File: src/rtl/da_idct8_row.sv
// Distributed-arithmetic 8-point row IDCT: bit-serial MSB-first over the coefficient bits,
// then eight serialized samples x0..x7. Define DA_IDCT_SAT_EN to clamp outputs instead of wrapping.
module da_idct8_row #(
    parameter int DATA_W = 16,
    parameter int COEF_W = 16,
    parameter int ACC_W  = 34
) (
    input  logic                       clk,
    input  logic                       rst,
    input  logic                       in_valid,
    output logic                       in_ready,
    input  logic [8*DATA_W-1:0]        in_coef,
    output logic                       out_valid,
    input  logic                       out_ready,
    output logic signed [DATA_W-1:0]   out_sample,
    output logic [2:0]                 out_index,
    output logic                       out_last
);
    typedef enum logic [1:0] {IDLE, ACCUM, OUTPUT} state_t;

    localparam int BIT_W = $clog2(DATA_W);
    localparam logic [BIT_W-1:0] BIT_MSB = BIT_W'(DATA_W - 1);
    localparam int FRAC = 14;
    localparam logic signed [ACC_W-1:0] RND  = ACC_W'(1 << (FRAC - 1));
    localparam logic signed [ACC_W-1:0] SMAX = ACC_W'((1 << (DATA_W - 1)) - 1);
    localparam logic signed [ACC_W-1:0] SMIN = ~SMAX;

    // 0.5*C_k*cos terms scaled by 2^30; entries are rounded to Q2.14 after summing.
    localparam longint T_A  = 379625062;
    localparam longint T_C2 = 496004047;
    localparam longint T_C6 = 205451603;
    localparam longint T_D1 = 526555088;
    localparam longint T_D3 = 446391850;
    localparam longint T_D5 = 298269498;
    localparam longint T_D7 = 104738319;

    // i = lut*4 + k; luts 0..3 are even n=0..3 (Z0,Z2,Z4,Z6), 4..7 odd n=0..3 (Z1,Z3,Z5,Z7)
    function automatic longint term(input int i);
        case (i)
            0:  return  T_A;   1: return  T_C2;  2: return  T_A;   3: return  T_C6;
            4:  return  T_A;   5: return  T_C6;  6: return -T_A;   7: return -T_C2;
            8:  return  T_A;   9: return -T_C6; 10: return -T_A;  11: return  T_C2;
            12: return  T_A;  13: return -T_C2; 14: return  T_A;  15: return -T_C6;
            16: return  T_D1; 17: return  T_D3; 18: return  T_D5; 19: return  T_D7;
            20: return  T_D3; 21: return -T_D7; 22: return -T_D1; 23: return -T_D5;
            24: return  T_D5; 25: return -T_D1; 26: return  T_D7; 27: return  T_D3;
            28: return  T_D7; 29: return -T_D5; 30: return  T_D3; 31: return -T_D1;
            default: return 0;
        endcase
    endfunction

    function automatic logic [8*16*COEF_W-1:0] build_luts();
        logic [8*16*COEF_W-1:0] f;
        longint s;
        longint r;
        f = '0;
        for (int lut = 0; lut < 8; lut++) begin
            for (int a = 0; a < 16; a++) begin
                s = 0;
                for (int k = 0; k < 4; k++)
                    if (a[k]) s = s + term(lut * 4 + k);
                r = (s + 64'sd32768) >>> 16;
                f[(lut*16 + a)*COEF_W +: COEF_W] = r[COEF_W-1:0];
            end
        end
        return f;
    endfunction

    localparam logic [8*16*COEF_W-1:0] LUT_FLAT = build_luts();

    function automatic logic signed [COEF_W-1:0] lut_rd(input int lut, input logic [3:0] a);
        return LUT_FLAT[(lut*16 + int'(a))*COEF_W +: COEF_W];
    endfunction

    function automatic logic signed [DATA_W-1:0] shape(input logic signed [ACC_W-1:0] e,
                                                       input logic signed [ACC_W-1:0] o,
                                                       input logic                    neg);
        logic signed [ACC_W-1:0] s;
        logic signed [ACC_W-1:0] r;
        s = neg ? e - o : e + o;
        r = (s + RND) >>> FRAC;
`ifdef DA_IDCT_SAT_EN
        if (r > SMAX) r = SMAX;
        else if (r < SMIN) r = SMIN;
`endif
        return r[DATA_W-1:0];
    endfunction

    state_t                    state_q, state_d;
    logic [8*DATA_W-1:0]       coef_q, coef_d;
    logic [BIT_W-1:0]          bit_q, bit_d;
    logic signed [ACC_W-1:0]   acc_q [8];
    logic signed [ACC_W-1:0]   acc_d [8];
    logic [2:0]                idx_q, idx_d;
    logic                      valid_q, valid_d;
    logic                      last_q, last_d;
    logic signed [DATA_W-1:0]  sample_q, sample_d;
    logic [3:0]                a_even, a_odd;
    logic [1:0]                pair;

    assign a_even = {coef_q[6*DATA_W + int'(bit_q)], coef_q[4*DATA_W + int'(bit_q)],
                     coef_q[2*DATA_W + int'(bit_q)], coef_q[int'(bit_q)]};
    assign a_odd  = {coef_q[7*DATA_W + int'(bit_q)], coef_q[5*DATA_W + int'(bit_q)],
                     coef_q[3*DATA_W + int'(bit_q)], coef_q[DATA_W + int'(bit_q)]};

    always_comb begin
        state_d = state_q;
        coef_d  = coef_q;
        bit_d   = bit_q;
        acc_d   = acc_q;
        idx_d   = idx_q;
        valid_d = valid_q;
        last_d  = last_q;
        case (state_q)
            IDLE: begin
                if (in_valid) begin
                    coef_d  = in_coef;
                    bit_d   = BIT_MSB;
                    for (int j = 0; j < 8; j++) acc_d[j] = '0;
                    state_d = ACCUM;
                end
            end
            ACCUM: begin
                // The MSB slice carries negative weight in two's complement.
                for (int j = 0; j < 8; j++) begin
                    if (bit_q == BIT_MSB)
                        acc_d[j] = -ACC_W'(lut_rd(j, (j < 4) ? a_even : a_odd));
                    else
                        acc_d[j] = (acc_q[j] <<< 1) + ACC_W'(lut_rd(j, (j < 4) ? a_even : a_odd));
                end
                if (bit_q == '0) begin
                    state_d = OUTPUT;
                    valid_d = 1'b1;
                    idx_d   = 3'd0;
                    last_d  = 1'b0;
                end else begin
                    bit_d = bit_q - 1'b1;
                end
            end
            OUTPUT: begin
                if (out_ready) begin
                    if (idx_q == 3'd7) begin
                        state_d = IDLE;
                        valid_d = 1'b0;
                        last_d  = 1'b0;
                        idx_d   = 3'd0;
                    end else begin
                        idx_d  = idx_q + 3'd1;
                        last_d = (idx_q == 3'd6);
                    end
                end
            end
            default: state_d = IDLE;
        endcase
        // Samples 4..7 mirror pairs 3..0 with the odd part subtracted.
        pair     = idx_d[2] ? ~idx_d[1:0] : idx_d[1:0];
        sample_d = shape(acc_d[pair], acc_d[4 + int'(pair)], idx_d[2]);
    end

    always_ff @(posedge clk) begin
        if (rst) begin
            state_q  <= IDLE;
            coef_q   <= '0;
            bit_q    <= '0;
            for (int j = 0; j < 8; j++) acc_q[j] <= '0;
            idx_q    <= 3'd0;
            valid_q  <= 1'b0;
            last_q   <= 1'b0;
            sample_q <= '0;
        end else begin
            state_q  <= state_d;
            coef_q   <= coef_d;
            bit_q    <= bit_d;
            acc_q    <= acc_d;
            idx_q    <= idx_d;
            valid_q  <= valid_d;
            last_q   <= last_d;
            sample_q <= sample_d;
        end
    end

    assign in_ready   = (state_q == IDLE);
    assign out_valid  = valid_q;
    assign out_sample = sample_q;
    assign out_index  = idx_q;
    assign out_last   = last_q;
endmodule

File: config.mk
export PLATFORM = sky130hd
export DESIGN_NAME = da_idct8_row
export DESIGN_NICKNAME = d
export VERILOG_FILES = /design/src/rtl/da_idct8_row.sv
export SDC_FILE = /design/constraint.sdc
export NUM_CORES = 2
export LEC_CHECK = 0
export ABC_AREA = 1
export BUFFER_PORTS_ARGS = -buffer_cell sky130_fd_sc_hd__buf_2
export CAP_MARGIN = 20
export CORE_ASPECT_RATIO = 1.4
export CORE_MARGIN = 10
export CORE_UTILIZATION = 30
export DETAILED_ROUTE_END_ITERATION = 10
export GPL_TIMING_DRIVEN = 0
export PLACE_DENSITY_LB_ADDON = 0.2
export SETUP_SLACK_MARGIN = 0.1
export SYNTH_ARGS = -nofsm -noshare
export SYNTH_HDL_FRONTEND = slang
export SYNTH_SLANG_ARGS = --single-unit
File: constraint.sdc
create_clock -name clk -period 9.57 [get_ports clk]
set_input_delay 1.4355 -clock clk [delete_from_list [all_inputs] [get_ports clk]]
set_output_delay 1.4355 -clock clk [all_outputs]
set_load 0.1 [all_outputs]
==> metrics.md <==
| Metric | Value |
|---|---|
| Synth area leaders | dfxtp_1, nand2_1, ha_1 |
| Yosys warning total | 0 |
| Share of layout cells above drive strength 1 | 9.01% |
| #FFs+latches synth | 395 |
| Worst slew pin tran | 1140 ps |
| Slack of the worst reg-to-reg path | 580 ps |
| Status | completed |
| Synth area leader | dfxtp_1 |
| Hold buffers post-CTS | 0 |
| Via density | 5.26 |
| Synth top area share | 21.9% |
| Most frequent cells in the layout | nand2_1, nor2_1, inv_1, a21oi_1, o21ai_0 |
| CP Capture Type | flip-flop |
| Setup TNS | 0 ps |
| Post-DP HPWL | 137,000 um |
| Antenna-violating nets left | 0 |
| Crit-path max cell delay | 760 ps |
| Slew HR | 23.8% |
| Final Hold Fails | 0 |
| Final Net Count | 6,561 |
| Max_cap viols | 0 |
| Vias in the first global route | 39.5k |
| Crit path top cell by count | nor2_1 |
| Post-Syn Instances | 5,929 |
| First-iteration detailed-routing DRC count | 3,123 |
| Die X | 313 um |
| DRC Markers | 0 |
| Fin crit share | 94.4% |
| Final min period | 9030 ps |
| Initial antenna violation count | 3 |
| CTS Sinks | 395 |
| Critical-path maximum fanout | 10 |
| Mapped Nets | 6,343 |
| Total GRT Usage | 24.2% |
| Maximum clock frequency | 0.111 GHz |
| Syn Std Cell Area | 36,000 um^2 |
| CTS root buf | clkbuf_16 |
| Sequential share of the synthesized area | 21.9% |
| PortBufs | 152 |
| Row count | 150 |
| Initial Util | 30.2% |
| Core Footprint | 119,000 um^2 |
| Bufs on Longest Clock Path | 3 |
| WL per Instance | 22.0 um |
| Via count | 40.9k |
| Placer Congestion | 0.984 |
| Busiest grt layer | met2 |
| DIE AREA | 135,000 um^2 |
| Unrepaired setup endpoints after global routing | false |
| RR Endpoint | out_sample[15] |
| Final setup viols | 0 |
| Reg2reg path depth | 29 |
| Syn Area/Cell | 6.08 um^2 |
| Max-slew violation count | 0 |
| DR pass1 iterations | 6 |
| Worst endpoint data arrival time | 9570 ps |
| First-pass GRT wire length | 249,000 um |
| Critical Path Sink | out_sample[15] |
| Met2 usage | 43.3% |
| HP Class | flip-flop to flip-flop |
| Global Route met3 Usage | 2.84% |
| # fillers | 13.5k |
| R2r startpoint | bit_q[3] |
| Async S/R FF share, synth | 0% |
| Grt ovf | 0 |
| Largest net degree at the start of global routing | 18 |
| CP max-delay cell | clkdlybuf4s15_1 |
| Chip height | 430 um |
| P&R area growth vs syn | 13.4% |
| GRT met1 Usage | 26.4% |
| Num CTS Buffers | 48 |
| Setup crit start kind | input port |
| Worst EP required | 10,110 ps |
| Commonest non-fill, non-tap cell in the layout | nand2_1 |
| CTS tree | built |
| Worst-Skew Late Latency | 670 ps |
| Clk_skew | 63.5 ps |
| CTS clk-pin slew, worst paths | 60 ps |
| Top FF cell, synth | dfxtp_1 |
| Synth unique cells | 71 |
| Worst setup path startpoint | in_valid |
| H-tree depth | 2 |
| Top Ports | 154 |
| Crit path kind | input port to flip-flop |
| Number of synthesized flops with an enable pin | 0 |
| Wirelength, routed | 171,000 um |
## cell usage after synthesis, drive strengths merged (6+ instances only)
cell / instances
o211ai: 19
nor3: 57
a31oi: 29
o21a: 23
a22oi: 27
xor2: 98
nand4: 48
fa: 7
buf: 88
a32oi: 17
nand3: 414
o31ai: 7
dfxtp: 395
a211oi: 12
o22a: 7
or2: 20
nand3b: 12
xnor2: 42
a32o: 6
o22ai: 9
ha: 275
nor2: 715
a21boi: 11
a21o: 15
a21oi: 641
nor4: 18
nand2: 1464
o21bai: 21
o21ai: 579
clkbuf: 143
inv: 686
## per-stage QoR
step / hold slack [ps] / instances / util (%) / setup slack [ps] / cell area (um^2)
after floorplan: 429 / 5929 / - / 2840 / 36000
after global placement: 440 / 7677 / 32.5 / -1110 / 38800
after detailed placement: 444 / 7681 / 32.5 / -1030 / 38800
after CTS: 454 / 7763 / 34.0 / 183 / 40600
after global routing: 468 / 7775 / 34.2 / 106 / 40900
final: 450 / 7776 / 34.2 / 537 / 40900
## area by class of cell
cell class	count	area (um^2)	share of cell area, %
multi-input cells	4616	24600	60.3
flip-flops and latches	395	7910	19.4
inverters	687	2590	6.35
well taps	1596	2000	4.89
clock buffers	63	1350	3.30
plain buffers	230	1110	2.73
repair buffers	169	908	2.22
clock inverters	19	357	0.873
diodes	1	2.50	0.00612
## state kept, by name (all words and copies together), names as in the netlist
| signal | cells |
|---|---|
| state_q | 2 |
| bit_q | 4 |
| coef_q | 128 |
| out_last | 1 |
| out_valid | 1 |
| acc_q | 240 |
| out_sample | 16 |
| out_index | 3 |
## kinds of logic (layout without fill, tap and decap cells)
group / count (synthesis) / in the layout / share of synthesized area [%]
adder cells (fa/ha/maj): 282 / 282 / 9.94
AO/OA/AOI/OAI: 1436 / 1436 / 21.8
other: 0 / 1 / 0
XOR/XNOR: 140 / 140 / 3.44
buffers and inverters: 918 / 1168 / 10.2
flip-flops: 395 / 395 / 21.9
AND/OR/NAND/NOR: 2758 / 2758 / 32.7
## how the worst min path moves through the flow
stage / startpoint / to / slack (ps) / depth (start not counted)
after global routing: coef_q[80] / coef_q[80] / 470 / 2
after CTS: coef_q[80] / coef_q[80] / 450 / 2
after detailed placement: coef_q[80] / coef_q[80] / 440 / 2
after floorplan: coef_q[17] / coef_q[17] / 430 / 2
final: coef_q[19] / coef_q[19] / 450 / 2
after global placement: coef_q[89] / coef_q[89] / 440 / 2
## worst max-delay path, delay by kind of cell
| kind | cells | cell delay, ps |
|---|---|---|
| xor+xnor | 1 | 330 |
| fa+ha+maj | 2 | 610 |
| simple gates | 12 | 1620 |
| compound gates | 7 | 1390 |
| buf+inv | 9 | 4140 |
## layer usage
metal	share of wire, %	up-vias
met3	4.9	472
met2	49	1354
met5	0.011	-
li1	-	20058
met4	7.8	4
met1	38	19014
## repair_timing
item,CTS,global route
buffers inserted,1,12
pin swaps,0,5
resized for setup,14,67
endpoints found under the setup margin,8,10
cloned,0,0
Power is not shown: default switching activity piles up to over one toggle a cycle in this logic, so the estimate is an artifact.
